<file path="src/rtl/midi_voice_manager.sv">
// MIDI voice manager: decodes 3-byte channel messages into voice/controller
// register writes, allocates voices (retrigger, free search, round-robin
// steal) and runs the gain/update handshake with the mixer.
// Handshake note: new_msg is a one-cycle strobe taken only while busy is low;
// update_mixer arms the mixer FSM; ready_to_update completes it, producing a
// one-cycle update_all; write_en is a one-cycle strobe with no back-pressure.
module midi_voice_manager #(
  parameter int NUM_VOICES = 4,
  parameter int ADDR_W     = 5,
  parameter int CTRL_ADDR  = 16,
  parameter int CHANNEL    = 0,
  parameter int OMNI       = 0
) (
  input  logic                  clk,
  input  logic                  reset,
  input  logic                  new_msg,
  input  logic [23:0]           msg,
  input  logic [NUM_VOICES-1:0] voices_playing,
  input  logic                  update_mixer,
  input  logic                  ready_to_update,
  output logic                  busy,
  output logic [13:0]           controller_values,
  output logic [7:0]            multiplier,
  output logic                  update_all,
  output logic [ADDR_W-1:0]     write_addr,
  output logic [13:0]           write_values,
  output logic                  write_en,
  output logic [NUM_VOICES-1:0] update_note
);

  localparam int IDX_W = $clog2(NUM_VOICES);
  localparam logic [IDX_W-1:0] LAST_IDX = IDX_W'(NUM_VOICES - 1);

  typedef enum logic [1:0] {M_IDLE, M_DECODE, M_SEARCH, M_WRITE} msg_state_e;
  typedef enum logic {X_IDLE, X_WAIT} mix_state_e;

  msg_state_e            msg_state_q, msg_state_d;
  mix_state_e            mix_state_q, mix_state_d;
  logic [23:0]           msg_q, msg_d;
  logic [IDX_W-1:0]      scan_q, scan_d;
  logic                  hit_q, hit_d, free_q, free_d;
  logic [IDX_W-1:0]      hit_idx_q, hit_idx_d, free_idx_q, free_idx_d;
  logic [NUM_VOICES-1:0] alloc_q, alloc_d;
  logic [6:0]            note_q [NUM_VOICES];
  logic [6:0]            note_d [NUM_VOICES];
  logic [IDX_W-1:0]      steal_q, steal_d;
  logic                  write_en_q, write_en_d;
  logic [ADDR_W-1:0]     write_addr_q, write_addr_d;
  logic [13:0]           write_values_q, write_values_d;
  logic [13:0]           ctrl_q, ctrl_d;
  logic                  wr_voice_q, wr_voice_d;
  logic [IDX_W-1:0]      wr_idx_q, wr_idx_d;
  logic [NUM_VOICES-1:0] update_note_q, update_note_d;
  logic                  update_all_q, update_all_d;
  logic [7:0]            multiplier_q, multiplier_d;
  logic [IDX_W-1:0]      sel;
  logic [4:0]            play_cnt;
  logic [7:0]            gain;

  logic       chan_ok;
  logic [6:0] d1, d2;
  logic [3:0] hi;
  logic       is_cc, is_on, is_off;

  assign chan_ok = (OMNI != 0) || (msg[3:0] == 4'(CHANNEL));
  assign hi      = msg_q[7:4];
  assign d1      = msg_q[14:8];
  assign d2      = msg_q[22:16];
  assign is_cc   = (hi == 4'hB);
  assign is_on   = (hi == 4'h9) && (d2 != 7'd0);
  assign is_off  = (hi == 4'h8) || ((hi == 4'h9) && (d2 == 7'd0));

  // Message FSM: decode, full voice scan, then a single register write.
  always_comb begin
    msg_state_d    = msg_state_q;
    msg_d          = msg_q;
    scan_d         = scan_q;
    hit_d          = hit_q;
    hit_idx_d      = hit_idx_q;
    free_d         = free_q;
    free_idx_d     = free_idx_q;
    alloc_d        = alloc_q;
    note_d         = note_q;
    steal_d        = steal_q;
    write_en_d     = 1'b0;
    write_addr_d   = write_addr_q;
    write_values_d = write_values_q;
    ctrl_d         = ctrl_q;
    wr_voice_d     = 1'b0;
    wr_idx_d       = wr_idx_q;
    sel            = '0;
    unique case (msg_state_q)
      M_IDLE: begin
        if (new_msg && chan_ok) begin
          msg_d       = msg;
          msg_state_d = M_DECODE;
        end
      end
      M_DECODE: begin
        scan_d = '0;
        hit_d  = 1'b0;
        free_d = 1'b0;
        if (is_cc) begin
          write_en_d     = 1'b1;
          write_addr_d   = ADDR_W'(CTRL_ADDR);
          write_values_d = {d1, d2};
          ctrl_d         = {d1, d2};
          msg_state_d    = M_WRITE;
        end else if (is_on || is_off) begin
          msg_state_d = M_SEARCH;
        end else begin
          msg_state_d = M_IDLE;
        end
      end
      M_SEARCH: begin
        // First allocated voice holding this note; first idle unallocated voice.
        if (alloc_q[scan_q] && (note_q[scan_q] == d1) && !hit_q) begin
          hit_d     = 1'b1;
          hit_idx_d = scan_q;
        end
        if (!alloc_q[scan_q] && !voices_playing[scan_q] && !free_q) begin
          free_d     = 1'b1;
          free_idx_d = scan_q;
        end
        if (scan_q != LAST_IDX) begin
          scan_d = scan_q + 1'b1;
        end else if (is_on) begin
          if (hit_d) begin
            sel = hit_idx_d;
          end else if (free_d) begin
            sel = free_idx_d;
          end else begin
            sel     = steal_q;
            steal_d = (steal_q == LAST_IDX) ? '0 : steal_q + 1'b1;
          end
          alloc_d[sel]   = 1'b1;
          note_d[sel]    = d1;
          write_en_d     = 1'b1;
          write_addr_d   = ADDR_W'(sel);
          write_values_d = {d2, d1};
          wr_voice_d     = 1'b1;
          wr_idx_d       = sel;
          msg_state_d    = M_WRITE;
        end else if (hit_d) begin
          sel            = hit_idx_d;
          alloc_d[sel]   = 1'b0;
          write_en_d     = 1'b1;
          write_addr_d   = ADDR_W'(sel);
          write_values_d = {7'd0, d1};
          wr_voice_d     = 1'b1;
          wr_idx_d       = sel;
          msg_state_d    = M_WRITE;
        end else begin
          msg_state_d = M_IDLE;
        end
      end
      M_WRITE: msg_state_d = M_IDLE;
      default: msg_state_d = M_IDLE;
    endcase
  end

  // Gain = 256 / number of sounding voices, saturated to 255 for 0 or 1.
  always_comb begin
    play_cnt = '0;
    for (int i = 0; i < NUM_VOICES; i++) play_cnt = play_cnt + 5'(voices_playing[i]);
    case (play_cnt)
      5'd2:    gain = 8'd128;
      5'd3:    gain = 8'd85;
      5'd4:    gain = 8'd64;
      5'd5:    gain = 8'd51;
      5'd6:    gain = 8'd42;
      5'd7:    gain = 8'd36;
      5'd8:    gain = 8'd32;
      5'd9:    gain = 8'd28;
      5'd10:   gain = 8'd25;
      5'd11:   gain = 8'd23;
      5'd12:   gain = 8'd21;
      5'd13:   gain = 8'd19;
      5'd14:   gain = 8'd18;
      5'd15:   gain = 8'd17;
      5'd16:   gain = 8'd16;
      default: gain = 8'd255;
    endcase
  end

  // Mixer FSM: arm on update_mixer, fire update_all on ready_to_update.
  always_comb begin
    mix_state_d  = mix_state_q;
    update_all_d = 1'b0;
    multiplier_d = multiplier_q;
    unique case (mix_state_q)
      X_IDLE: if (update_mixer) mix_state_d = X_WAIT;
      X_WAIT: begin
        if (ready_to_update) begin
          mix_state_d  = X_IDLE;
          update_all_d = 1'b1;
          multiplier_d = gain;
        end
      end
      default: mix_state_d = X_IDLE;
    endcase
  end

  // Dirty mask: cleared at the end of the update_all cycle; a voice write
  // landing in that same cycle is set afterwards so it is not lost.
  always_comb begin
    update_note_d = update_all_q ? '0 : update_note_q;
    if (wr_voice_q) update_note_d[wr_idx_q] = 1'b1;
  end

  // State and output registers.
  always_ff @(posedge clk or posedge reset) begin
    if (reset) begin
      msg_state_q    <= M_IDLE;
      mix_state_q    <= X_IDLE;
      msg_q          <= '0;
      scan_q         <= '0;
      hit_q          <= 1'b0;
      hit_idx_q      <= '0;
      free_q         <= 1'b0;
      free_idx_q     <= '0;
      alloc_q        <= '0;
      for (int i = 0; i < NUM_VOICES; i++) note_q[i] <= '0;
      steal_q        <= '0;
      write_en_q     <= 1'b0;
      write_addr_q   <= '0;
      write_values_q <= '0;
      ctrl_q         <= '0;
      wr_voice_q     <= 1'b0;
      wr_idx_q       <= '0;
      update_note_q  <= '0;
      update_all_q   <= 1'b0;
      multiplier_q   <= '0;
    end else begin
      msg_state_q    <= msg_state_d;
      mix_state_q    <= mix_state_d;
      msg_q          <= msg_d;
      scan_q         <= scan_d;
      hit_q          <= hit_d;
      hit_idx_q      <= hit_idx_d;
      free_q         <= free_d;
      free_idx_q     <= free_idx_d;
      alloc_q        <= alloc_d;
      note_q         <= note_d;
      steal_q        <= steal_d;
      write_en_q     <= write_en_d;
      write_addr_q   <= write_addr_d;
      write_values_q <= write_values_d;
      ctrl_q         <= ctrl_d;
      wr_voice_q     <= wr_voice_d;
      wr_idx_q       <= wr_idx_d;
      update_note_q  <= update_note_d;
      update_all_q   <= update_all_d;
      multiplier_q   <= multiplier_d;
    end
  end

  assign busy              = (msg_state_q != M_IDLE);
  assign controller_values = ctrl_q;
  assign multiplier        = multiplier_q;
  assign update_all        = update_all_q;
  assign write_addr        = write_addr_q;
  assign write_values      = write_values_q;
  assign write_en          = write_en_q;
  assign update_note       = update_note_q;

endmodule

</file>
<file path="config.mk">
export PLATFORM = sky130hd
export DESIGN_NAME = midi_voice_manager
export DESIGN_NICKNAME = d
export VERILOG_FILES = /design/src/rtl/midi_voice_manager.sv
export SDC_FILE = /design/constraint.sdc
export NUM_CORES = 1
export LEC_CHECK = 0
export BUFFER_PORTS_ARGS = -buffer_cell sky130_fd_sc_hd__buf_2
export CAP_MARGIN = 20
export CORE_ASPECT_RATIO = 1.5
export CORE_MARGIN = 3
export CORE_UTILIZATION = 60
export CTS_BUF_LIST = sky130_fd_sc_hd__clkbuf_4 sky130_fd_sc_hd__clkbuf_8
export CTS_CLUSTER_DIAMETER = 30
export DETAILED_ROUTE_END_ITERATION = 6
export GPL_ROUTABILITY_DRIVEN = 0
export PLACE_DENSITY = 0.95
export SYNTH_ARGS = -nofsm -noshare
export SYNTH_HDL_FRONTEND = slang
export SYNTH_SLANG_ARGS = --single-unit
</file>
<file path="constraint.sdc">
create_clock -name clk -period 8.3 [get_ports clk]
set_clock_uncertainty 0.1 [all_clocks]
set_input_delay 0.83 -clock clk [delete_from_list [all_inputs] [get_ports clk]]
set_output_delay 0.83 -clock clk [all_outputs]
set_load 0.005 [all_outputs]
</file>
# After elaboration in Yosys (flattened, before gate mapping)
# Memory sizes are Yosys's and may differ from the RTL's. A register that Yosys moved wholly into a read port is not among the register bits.
# Index checks and enable logic that the tools add are counted.
dict set report classes {
  n_addsub 5
  magnitude_cmp 10
  eq_ne 14
  muxes 67
  bitwise 10
  reduce_logical 33
}
# cell count
set op_table {}
lappend op_table {{2-to-1 mux 14 bit} 4}
lappend op_table {{2-to-1 mux 2 bit} 18}
lappend op_table {{bitwise mux 28 bit} 1}
lappend op_table {{case mux 14 bit (2 select lines)} 1}
lappend op_table {{2-to-1 mux 7 bit} 3}
lappend op_table {{2-to-1 mux 5 bit} 4}
lappend op_table {{2-to-1 mux 1 bit} 18}
lappend op_table {{2-to-1 mux 4 bit} 4}
lappend op_table {{binary-select mux 7 bit (select 2 bit)} 1}
lappend op_table {{demux 7 bit (select 2 bit)} 1}
lappend op_table {{equality test 4 bit, second input constant} 3}
lappend op_table {{less-than comparator 2 x 3 -> 1 bit, second input constant} 4}
lappend op_table {{logical AND 1 bit} 11}
lappend op_table {{!= test 2 bit, second input constant} 5}
lappend op_table {{case mux 5 bit (2 select lines)} 1}
lappend op_table {{AND reduction 2 bit} 5}
lappend op_table {{bitwise OR 4 bit} 2}
lappend op_table {{case mux 1 bit (2 select lines)} 4}
lappend op_table {{case mux 2 bit (4 select lines)} 1}
lappend op_table {{equality test 7 bit} 1}
lappend op_table {{zero test 7 bit} 1}
lappend op_table {{nonzero test 7 bit} 1}
lappend op_table {{demux 1 bit (select 2 bit)} 3}
lappend op_table {{equality test 2 bit, second input constant} 3}
lappend op_table {{other kinds (23)} 39}
dict set report word_totals {
  regBits 110
  rom_bits 256
  output_inout_bits 48
  memories 1
}
# memory depth width read_ports rd_ports_with_merged_regs wr line
set mem_list {}
lappend mem_list {{(no name shown)} 32 8 1 1 0 166} ;# case (play_cnt)

# Depth between registers and ports, before layout
dict set report depth {
  word_depth 19
  ltp_mapped 11
  ltp_nobuf 8
}

# Least setup slack after synthesis
# No wires, ideal clock.
dict set report synth_timing {
  path_type {input-to-reg}
  startpoint {input voices_playing[1]}
  endpoint {register note_q[10] in the netlist's numbering}
  setup_ps 125
  t_arrival_ps 2911
  path_slack_ps 5164
  cell_stages 8
  path_cell_list {mux4_1 -> o21a_1 -> o31ai_1 -> o21ba_1 -> o21ai_2 -> or3b_1 -> buf_6 -> mux2_4}
}
dict set report synth_between {
  elab_chain_cells 18
  word_cells_on_any_way 20
  cone_classes {2 x order compare; 13 x mux; 1 x bitwise; 4 x reduce/logical}
}
# item line
set synth_lines {}
lappend synth_lines {{from (decl)} 18} ;# input logic [NUM_VOICES-1:0] voices_playing,
lappend synth_lines {{binary-select mux 1 bit (select 2 bit) *} 121} ;# if (!alloc_q[scan_q] && !voices_playing[scan_q] && !free_q) begin
lappend synth_lines {{2-to-1 mux 1 bit (implied by the code) *} 121}
lappend synth_lines {{zero test 1 bit *} 121}
lappend synth_lines {{logical AND 1 bit * (2 in series)} 121}
lappend synth_lines {{2-to-1 mux 1 bit} 121}
lappend synth_lines {{2-to-1 mux 1 bit} 92} ;# unique case (msg_state_q)
lappend synth_lines {{2-to-1 mux 2 bit *} 130} ;# end else if (free_d) begin
lappend synth_lines {{2-to-1 mux 2 bit *} 128} ;# if (hit_d) begin
lappend synth_lines {{2-to-1 mux 2 bit *} 127} ;# end else if (is_on) begin
lappend synth_lines {{2-to-1 mux 2 bit *} 125} ;# if (scan_q != LAST_IDX) begin
lappend synth_lines {{2-to-1 mux 2 bit *} 92}
lappend synth_lines {{inverter 2 -> 3 bit (implied by the code) *} 137} ;# note_d[sel] = d1;
lappend synth_lines {{>= comparator 3 bit (implied by the code) / less-than comparator 3 x 1 -> 1 bit (equally long branches)} 137}
lappend synth_lines {{logical AND 1 bit (implied by the code)} 137}
lappend synth_lines {{2-to-1 mux 7 bit (implied by the code)} 137}
lappend synth_lines {{demux 7 bit (select 2 bit) *} 137}
lappend synth_lines {{bitwise mux 28 bit *} 137}
lappend synth_lines {{to (signal assigned)} 244} ;# note_q <= note_d;
lappend synth_lines {{to (decl)} 44} ;# logic [6:0] note_q [NUM_VOICES];
# Every way passes the cells marked *; elsewhere a longest branch is shown, timed or not. The select of a mux whose other input is x is not followed.
# A chain may end at the register's enable or synchronous reset.

# Final worst setup path
dict set report layout_timing {
  startpoint {register scan_q[0]}
  endpoint {register write_values_q[2] (netlist: write_values[2])}
}
dict set report layout_between {
  elab_chain_cells 11
  word_cells_on_any_way 15
  cone_classes {4 x eq/ne; 7 x mux; 1 x bitwise; 3 x reduce/logical}
}
# item line
set layout_lines {}
lappend layout_lines {{from (decl)} 40} ;# logic [IDX_W-1:0] scan_q, scan_d;
lappend layout_lines {{from (signal assigned)} 238} ;# scan_q <= scan_d;
lappend layout_lines {{inverter 2 -> 3 bit (implied by the code)} 117} ;# if (alloc_q[scan_q] && (note_q[scan_q] == d1) && !hit_q) begin
lappend layout_lines {{binary-select mux 7 bit (select 2 bit)} 117}
lappend layout_lines {{2-to-1 mux 7 bit (implied by the code) (2 in series)} 117}
lappend layout_lines {{equality test 7 bit} 117}
lappend layout_lines {{logical AND 1 bit (2 in series)} 117}
lappend layout_lines {{2-to-1 mux 1 bit} 117}
lappend layout_lines {{2-to-1 mux 1 bit} 92}
lappend layout_lines {{!= test 3 bit (no line)} -}
lappend layout_lines {{AND reduction 4 bit (no line) *} -}
lappend layout_lines {{to (signal assigned)} 248} ;# write_values_q <= write_values_d;
lappend layout_lines {{to (decl)} 49} ;# logic [13:0] write_values_q, write_values_d;
# Marked as above.

==> summary.txt <==
Synthesis
  • Sequential area share after synthesis: 0.519
  • Distinct cells, synth: 58
  • Cells after Synth: 440
  • Count of state elements after synthesis: 110
  • Proportion of synthesized flip-flops having asynchronous set or reset: 1.00
  • Ys flop type: dfrtp_1
  • Netlist Area Pre-Place: 0.00530 mm^2
  • Post-synth EDFFs: 0
  • Count of warnings emitted by yosys: 0
  • Avg Synthesized Cell Area: 12.1 um^2

Route
  • Vias per cell: 6.16
  • Wire per inst: 18.9 um
  • DR pass1 iterations: 7
  • Total Routed Length: 11.7 mm
  • Initial DRC Count: 341
  • Post-DRT Antenna Nets: 0
  • DRC violations left: 0
  • Total number of vias: 3797

Clocking
  • TritonCTS clock tree: built
  • Clock root buffer: clkbuf_8
  • Number of gates resized after cts: 0
  • Clock latency on the worst-skew pair: 390 ps
  • Number of hold buffers added after CTS: 0
  • CTS clk-pin slew, worst paths: 110 ps
  • Post-CTS Repair Setup Buffers: 0
  • Clock sink count: 110
  • Number of buffers added by the clock tree synthesis step: 9
  • Maximum number of buffers from clock root to sink: 2
  • Depth of the CTS H-tree: 3

Timing
  • Maximum operating frequency: 242 MHz
  • Slew HR: 0.362
  • Period minus WS final: 4140 ps
  • Share of the clock period used by the worst path: 0.498
  • Post-Route Setup TNS: 0 ps
  • Transition time of the tightest slew-check pin: 956 ps
  • Final Hold Violating Endpoints: 0
  • Unrepaired setup endpoints after global routing: no
  • Total count of max-transition violations in the final report: 0
  • Final setup violating endpoints: 0

Pwr
  • Total power draw: 1.69 mW
  • Pwr dens: 285 mW/mm^2
  • Static leakage power: 2.91 nW
  • VDD IR-drop max: 0.000151 V

GRT
  • Remaining global-route overflow: 0
  • Number of global-route vias before repair: 3877
  • Global-route usage over all layers: 0.249
  • Antenna violations before repair: 0
  • Maximum number of pins on one net before global-route repair: 84
  • First-pass GRT wire length: 18.7 mm

Die
  • Area of the core: 0.00852 mm^2
  • Standard-cell row count: 41
  • Number of I/O pins: 81
  • Die footprint: 0.0100 mm^2
  • Horizontal die dimension: 82.8 um
  • Floorplan die height: 121 um
  • Initial core utilization: 0.623

Cells and area
  • Share of cells above drive strength 1: 0.342
  • NumNets Final: 551
  • Highest-count cells in the layout ignoring fill and taps: dfrtp_1, buf_2, mux2_2
  • Final antenna diode count: 0
  • Area Growth Syn to Fin: 11.8%
  • Final cell utilization of the core: 0.696
  • Leading cell type in the layout, fill and taps excluded: dfrtp_1

Worst setup path
  • Type of the setup path with the least slack: reg2reg
  • Largest fanout of any net on the critical path: 18
  • Arrival @ worst endpoint: 4350 ps
  • Required time at the endpoint of the critical path: 8520 ps
  • Critical path capture point type: flop
  • Kind of start point of the critical path: flop

Run status
  • Status: finished, final reports clean

Place
  • HPWL after DPL: 8.24 mm
  • Count of input and output buffers: 76

Min path
  • Hold/Removal Path Class: in2async

Job
  • Max_cap viols: 0
[flip-flops by register name, summed over array words and instances (netlist names), 3 cells and up]
name	flops
note_q	28
msg_q	18
controller_values	14
write_values	14
multiplier	7
alloc_q	4
update_note	4
write_addr	3
[power breakdown]
group / internal, mW / leakage (nW) / switching [mW]
logic: 0.254 / 1.35 / 0.301
clock network: 0.156 / 0.106 / 0.179
registers: 0.649 / 1.45 / 0.150
total: 1.06 / 2.91 / 0.630
[synth_stat cells (3+ instances only)]
library cell | n | area (um^2)
nand2b_1 | 3 | 18.8
nor2b_1 | 3 | 18.8
mux2_4 | 7 | 105
mux2_1 | 4 | 45.0
o31ai_1 | 4 | 30.0
buf_1 | 4 | 15.0
nor2_1 | 14 | 52.6
a221o_1 | 7 | 70.1
xnor2_1 | 8 | 70.1
buf_4 | 3 | 22.5
nor3_1 | 4 | 20.0
mux2_2 | 60 | 676
nand4_1 | 5 | 31.3
fa_1 | 3 | 60.1
and2_1 | 7 | 43.8
dfrtp_1 | 110 | 2750
ha_1 | 11 | 138
inv_1 | 32 | 120
mux4_2 | 8 | 180
nor4_1 | 4 | 25.0
clkbuf_1 | 13 | 48.8
buf_2 | 4 | 20.0
nand2_1 | 27 | 101
nand3_1 | 12 | 60.1
o21ai_0 | 29 | 145
a21oi_1 | 9 | 45.0
[layer usage]
layer | up-vias | share of wire | track usage
met3 | 47 | 0.047 | 0.0498
li1 | 1675 | - | -
met1 | 1918 | 0.37 | 0.288
met4 | 0 | 0.037 | 0.121
met2 | 157 | 0.54 | 0.430
met5 | - | 0 | 0
[final timing paths]
path | start | to | slack [ps] | cells after the start
min in group clk | mix_state_q$_DFF_PP0_ | mix_state_q$_DFF_PP0_ | 380 | 1
max | scan_q[0]$_DFFE_PP0P_ | write_values[2]$_DFFE_PP0P_ | 4160 | 7
min | reset | controller_values[2]$_DFFE_PP0P_ | 300 | 2
min reg2reg | mix_state_q$_DFF_PP0_ | mix_state_q$_DFF_PP0_ | 380 | 1
max in group asynchronous | reset | mix_state_q$_DFF_PP0_ | 6890 | 4
max reg2reg | scan_q[0]$_DFFE_PP0P_ | write_values[2]$_DFFE_PP0P_ | 4160 | 7
[cells by family after synthesis]
| family | Yosys count | synth area share |
|---|---|---|
| fa+ha+maj | 14 | 0.0373 |
| simple gates | 88 | 0.0842 |
| mux | 82 | 0.198 |
| compound gates | 77 | 0.0965 |
| flops | 110 | 0.519 |
| other cells | 1 | 0.000707 |
| xor+xnor | 8 | 0.0132 |
| buf+inv | 60 | 0.0505 |
[stage by stage]
step / hold WS, ps / area, um^2 / std cells / worst slack [ps]
5_1_grt: 332 / 5930 / 616 / 3940
6_report: 297 / 5930 / 616 / 4160
2_1_floorplan: 345 / 5310 / 441 / 4470
3_3_place_gp: 357 / 5690 / 599 / 4550
4_1_cts: 316 / 5900 / 615 / 4350
3_5_place_dp: 365 / 5690 / 599 / 4430
[worst max-delay path: stages, from the launching register on]
cell and delay (ps):
dfrtp_1 930, mux4_2 630, xnor2_1 330, nand4_1 330, o21ai_1 470, o211ai_1 260, nor2_1 710, a221o_1 290
[final cells by class]
cell class              instances  area, um^2
repair buffers                 79         423
fillers                       560        2590
clock inverters                 5        56.3
multi-input cells             271        2290
clock buffers                  11         151
well taps                     107         134
inverters                      33         126
flip-flops and latches        110        2750
No activity file was read; power rests on OpenSTA's default activity.
